`config.mk`:
```
export PLATFORM = sky130hd
export DESIGN_NAME = fetch_unit
export DESIGN_NICKNAME = d
export VERILOG_FILES = /design/src/rtl/fetch_unit.sv
export SDC_FILE = /design/constraint.sdc
export NUM_CORES = 1
export LEC_CHECK = 0
export ABC_AREA = 0
export CORE_AREA = 5 5 129 131
export CTS_BUF_LIST = sky130_fd_sc_hd__clkbuf_4 sky130_fd_sc_hd__clkbuf_8 sky130_fd_sc_hd__clkbuf_16
export DETAILED_ROUTE_END_ITERATION = 10
export DIE_AREA = 0 0 134 136
export MAX_ROUTING_LAYER = met4
export PLACE_DENSITY = 0.73
export SLEW_MARGIN = 5
export SYNTH_ARGS = -nofsm -noshare
export SYNTH_HDL_FRONTEND = slang
export SYNTH_SLANG_ARGS = --single-unit
```
`constraint.sdc`:
```
create_clock -name clk -period 3.9 [get_ports clk]
set_input_delay 1.17 -clock clk [delete_from_list [all_inputs] [get_ports clk]]
set_output_delay 1.17 -clock clk [all_outputs]
set_load 0.03 [all_outputs]
```
`src/rtl/fetch_unit.sv`:
```
// -----------------------------------------------------------------------------
// fetch_unit
//   Instruction fetch stage sitting directly in front of the instruction
//   memory. Owns the PC, drives the memory byte address, captures the word the
//   memory returns in the same cycle into a small in-order queue and offers
//   {instruction, PC} to decode over a valid/ready handshake. A redirect
//   (taken branch/jump) reloads the PC and flushes the queue.
//
// Parameters
//   RESET_PC  word-aligned PC loaded on reset
//   DEPTH     fetch-queue entries (power of 2, >= 2)
//
// Ports
//   clk             clock, all state updates on the rising edge
//   rst             asynchronous reset, active low
//   imem_addr       byte address to instruction memory (current PC)
//   imem_data       instruction word at imem_addr, same cycle
//   redirect_valid  taken branch/jump this cycle
//   redirect_pc     redirect target, bits [1:0] ignored
//   inst_valid      queue head holds a valid instruction
//   inst_ready      decode accepts the head this cycle
//   inst            head instruction word (0 when empty)
//   inst_pc         PC of the head instruction (0 when empty)
// -----------------------------------------------------------------------------
module fetch_unit #(
  parameter logic [31:0] RESET_PC = 32'h0000_0000,
  parameter int          DEPTH    = 2
) (
  input  logic        clk,
  input  logic        rst,
  output logic [31:0] imem_addr,
  input  logic [31:0] imem_data,
  input  logic        redirect_valid,
  input  logic [31:0] redirect_pc,
  output logic        inst_valid,
  input  logic        inst_ready,
  output logic [31:0] inst,
  output logic [31:0] inst_pc
);

  localparam int PTR_W = $clog2(DEPTH);
  localparam int CNT_W = PTR_W + 1;
  localparam logic [CNT_W-1:0] DEPTH_C = CNT_W'(DEPTH);

  // Control state
  logic [31:0]      pc_q,     pc_d;
  logic [PTR_W-1:0] wr_ptr_q, wr_ptr_d;
  logic [PTR_W-1:0] rd_ptr_q, rd_ptr_d;
  logic [CNT_W-1:0] count_q,  count_d;

  // Queue storage: instruction word and the PC it was fetched from
  logic [31:0] word_q [DEPTH];
  logic [31:0] addr_q [DEPTH];

  logic pop;
  logic push;

  assign imem_addr  = pc_q;
  assign inst_valid = (count_q != '0);

  // Empty queue presents zeros, so stale storage never leaks to decode.
  assign inst    = inst_valid ? word_q[rd_ptr_q] : 32'h0;
  assign inst_pc = inst_valid ? addr_q[rd_ptr_q] : 32'h0;

  assign pop  = inst_valid & inst_ready;
  // A full queue can still accept a new word when the head leaves this edge.
  assign push = ~redirect_valid & ((count_q < DEPTH_C) | pop);

  always_comb begin
    // NOTE: every signal gets a default first so no path leaves it unassigned
    // (which would infer a latch).
    pc_d     = pc_q;
    wr_ptr_d = wr_ptr_q;
    rd_ptr_d = rd_ptr_q;
    count_d  = count_q;

    if (redirect_valid) begin
      // The same-cycle pop is already handed to decode; everything behind it
      // is discarded by snapping the read pointer onto the write pointer.
      pc_d     = redirect_pc & 32'hFFFF_FFFC;
      rd_ptr_d = wr_ptr_q;
      count_d  = '0;
    end else begin
      if (push) begin
        pc_d     = pc_q + 32'd4;
        wr_ptr_d = wr_ptr_q + PTR_W'(1);
      end
      if (pop) begin
        rd_ptr_d = rd_ptr_q + PTR_W'(1);
      end
      count_d = count_q + CNT_W'(push) - CNT_W'(pop);
    end
  end

  always_ff @(posedge clk or negedge rst) begin
    if (!rst) begin
      pc_q     <= RESET_PC;
      wr_ptr_q <= '0;
      rd_ptr_q <= '0;
      count_q  <= '0;
    end else begin
      // NOTE: sequential state uses non-blocking assignments so every register
      // samples the pre-edge values, independent of statement order.
      pc_q     <= pc_d;
      wr_ptr_q <= wr_ptr_d;
      rd_ptr_q <= rd_ptr_d;
      count_q  <= count_d;
    end
  end

  // NOTE: the storage array has no reset. An entry is only ever read after it
  // has been written (count_q guards the output mux), so resetting it would
  // buy nothing and would prevent mapping onto plain RAM/flop arrays.
  always_ff @(posedge clk) begin
    if (push) begin
      word_q[wr_ptr_q] <= imem_data;
      addr_q[wr_ptr_q] <= pc_q;
    end
  end

endmodule
```
==> results.md <==
- Setup slack of the critical path after layout: 193 ps
- Post-Synthesis Mean Instance Area: roughly 14 sq um
- Maximum fanout count along the critical path: 23
- Setup violators final: 0
- Number of distinct library cells after synthesis: 31
- Clock transition at the register clock pins on the worst setup and hold paths after CTS: 60 ps
- H-tree depth: 4
- Most common cell in the synthesized netlist: sky130_fd_sc_hd__edfxtp_1
- Max cap viols: 0
- Wirelength, routed: about 15 mm
- Total Routing Usage GR: 0.178
- Area added between synthesis and finish: 38.0%
- Leading cell types by count after synthesis: 124 x sky130_fd_sc_hd__edfxtp_1, 69 x sky130_fd_sc_hd__nor2_1, 63 x sky130_fd_sc_hd__mux2i_1
- Clock tree root driver cell: sky130_fd_sc_hd__clkbuf_16
- Met2 capacity usage during global routing: 0.293
- Number of placement rows: 46
- Critical Path Source: rd_ptr_q
- Remaining Overflow, GRT: 0
- Setup TNS Final: 0 ps
- Worst rel slew slack: 0.472
- Max-slew violation count: 0
- Number of warnings printed during yosys synthesis: 0
- Initial antenna violation count: 0
- Leading register cell type out of synthesis: sky130_fd_sc_hd__edfxtp_1
- Multi-input logic area: 0.00188 sq mm
- Antenna Violating Nets Remaining: 0
- Boundary pin count: 165
- Post-route clock period utilization: 0.950
- Reg2Reg Capture Point: imem_addr[26]
- Wire length of the first global-routing pass: 24.1 mm
- Tightest Hold Check Type: register to register
- Startpoint of the lowest-slack register-to-register path: imem_addr[2]
- I/O Buffers: 158
- Critical Path RT: around 2700 ps
- Diode count: 0
- Final-report hold violation count: 0
- DRC errors left: 0
- Gate Count Post-Synth: approximately 470
- Result of the run: finished clean
- Post-placement worst setup slack: 608 ps
- CTS Hold Bufs: 0
- Leakage power summed over all cells: 3.37 nW
- Sequential area share after synthesis: 0.698
- Worst-Skew Late Latency: 420 ps
- Transition time of the tightest slew-check pin: 793 ps
- Routed via count: ~4.3k
- Die Ht: 136 microns
- DRC marker count from the first detailed-route iteration: approximately 230
- Cell count of the worst reg-to-reg path: 6
- Avg WL per Cell: 18.0 microns
- Post-CTS setup repair buffer count: 0
- Weighted congestion at the end of routability-driven global placement: 0.814
- Sinks on the clock net: 158
- Fmax: 270 MHz
- Number of vias per cell after detailed routing: 5.08
- Cell type with the highest aggregate area in the netlist: sky130_fd_sc_hd__edfxtp_1
- P per Cell Area: 742 mW/mm^2
- Post-detailed-placement half-perimeter wirelength: 10.3 mm
- Worst reg-to-reg setup slack: 1750 ps
- Met1 demand-to-capacity share in global routing: 0.213
- Data arrival at the endpoint of the critical path: 2540 ps
- Start-to-end type of the worst setup path: register to output port
- IR drop worst, VDD: ~0.38 mV
- Critical Path End Type: output port
- Maximum number of pins on one net before global-route repair: 63
- Startpoint type of the worst setup path: register
- First-pass iteration count of the detailed router: 4
- Number of instances on the worst hold path: 0
- Worst setup path endpoint: inst_pc[16]
- Unrepaired setup endpoints after global routing: no
- CTS max path bufs: 2
- Initial cell density of the core: 0.423
- Flip-flop and latch count after synthesis: 158
- # nets final: 710
- Die Outline Area: 0.0182 sq mm
- Post-synth EDFFs: 124
- Post-synthesis instance area: 0.00655 sq mm
- Worst Skew: 5.32 ps
- Layout cells sized above 1: 0.0874
- CTS buffer count: 17
- Yosys top cell area share: 0.568
- Met3 GRT Util: 0.0429
- Ranking of synthesized cells by area: sky130_fd_sc_hd__edfxtp_1 57%, sky130_fd_sc_hd__dfrtp_1 13%, sky130_fd_sc_hd__mux2i_1 9.6%, sky130_fd_sc_hd__nor2_1 4.0%, sky130_fd_sc_hd__xor2_1 2.5%
- Via count of the first global-routing pass: approximately 4.7k
- Die Span X: 134 microns
- Post-cts resize count: 0
- Final critical-path required period: 3710 ps
- Flip-flop and latch area: 0.00458 sq mm
- Clock tree from TritonCTS: yes
- Area of the placeable core: 0.0155 sq mm
- Busiest layer in global routing: met2
- Filler Cell Count: 1,210
- Async set-or-reset flop fraction in the synthesized netlist: 0.215
cell type report:
class	count	share of cell area
clock buffers	28	0.0633
clock inverters	4	0.00788
inverters	5	0.00207
multi-input cells	287	0.208
flip-flops and latches	158	0.506
well taps	192	0.0266
repair buffers	170	0.186
worst max-delay path, stage by stage, from the launching register on:
cell and delay [ps]:
sky130_fd_sc_hd__dfrtp_4 730, sky130_fd_sc_hd__buf_4 430, sky130_fd_sc_hd__mux2i_1 140, sky130_fd_sc_hd__nor2_1 120, sky130_fd_sc_hd__clkdlybuf4s50_1 690
stage by stage:
step	area [sq um]	cells	power, W	utilization	hold WS, ps
CTS	9050	844	0.00679	0.584	524
finish	9050	844	0.00671	0.584	525
global route	9050	844	0.00703	0.584	557
floorplan	6570	477	0.00395	-	488
detailed placement	8400	812	0.00503	0.543	507
global placement	8400	812	0.00498	0.543	500
power breakdown:
part	total, W	switching (W)	internal [W]
sequential	0.00242	0.000210	0.00221
combinational	0.00254	0.00151	0.00103
clock	0.00175	0.000617	0.00113
state kept, by name, summed over array words and instances (netlist names):
signal     cells
word_q        64
rd_ptr_q       1
count_q        2
addr_q        60
imem_addr     30
wr_ptr_q       1
worst min-delay path by stage:
stage / startpoint / to / slack (ps)
3_3_place_gp: imem_addr[31] / addr_q[1][31] / 500
2_1_floorplan: wr_ptr_q / wr_ptr_q / 490
3_5_place_dp: imem_addr[31] / addr_q[1][31] / 510
5_1_grt: imem_addr[31] / addr_q[1][31] / 560
6_report: imem_addr[31] / addr_q[1][31] / 530
4_1_cts: imem_addr[31] / addr_q[1][31] / 520
layer usage:
metal  share of wire  wire, microns
met1            0.43           6520
met2            0.50           7620
met3           0.048            723
met4           0.019            293
met5               0              0
logic make-up (layout without fill, tap and decap cells):
logic type,Yosys count,in the layout,share of synthesized area
adders and majority gates,3,3,0.00573
muxes,65,65,0.0997
buffers and inverters,32,207,0.0206
other,1,4,0.000572
and+or+nand+nor,153,153,0.109
AOI/OAI and AO/OA,29,29,0.0227
xor gates and xnor gates,33,33,0.0441
DFF,158,158,0.698
cells in the final DEF (no fill, tap or decap), types with 2 or more instances in the layout:
cell type                         instances
sky130_fd_sc_hd__nand3_1                  8
sky130_fd_sc_hd__xor2_1                  19
sky130_fd_sc_hd__buf_4                   10
sky130_fd_sc_hd__bufinv_16                2
sky130_fd_sc_hd__nand2_1                 34
sky130_fd_sc_hd__mux2i_1                 63
sky130_fd_sc_hd__ha_1                     3
sky130_fd_sc_hd__and3_1                   5
sky130_fd_sc_hd__clkbuf_4                 6
sky130_fd_sc_hd__clkbuf_8                 2
sky130_fd_sc_hd__mux2_2                   2
sky130_fd_sc_hd__buf_2                    2
sky130_fd_sc_hd__nor3_1                   3
sky130_fd_sc_hd__nor2b_1                  2
sky130_fd_sc_hd__buf_12                   2
sky130_fd_sc_hd__clkdlybuf4s50_1        156
sky130_fd_sc_hd__nor4_1                   3
sky130_fd_sc_hd__clkbuf_16               20
sky130_fd_sc_hd__dfrtp_1                 33
sky130_fd_sc_hd__and4_1                   2
sky130_fd_sc_hd__nand4_1                 15
sky130_fd_sc_hd__nor2_1                  66
sky130_fd_sc_hd__nand2b_1                 2
sky130_fd_sc_hd__and2_1                   5
sky130_fd_sc_hd__edfxtp_1               124
sky130_fd_sc_hd__conb_1                   4
sky130_fd_sc_hd__inv_1                    5
sky130_fd_sc_hd__o21ai_0                 27
sky130_fd_sc_hd__xnor2_1                 14
sky130_fd_sc_hd__nor2_4                   3
Note: power is estimated with default switching activity, not from simulation.
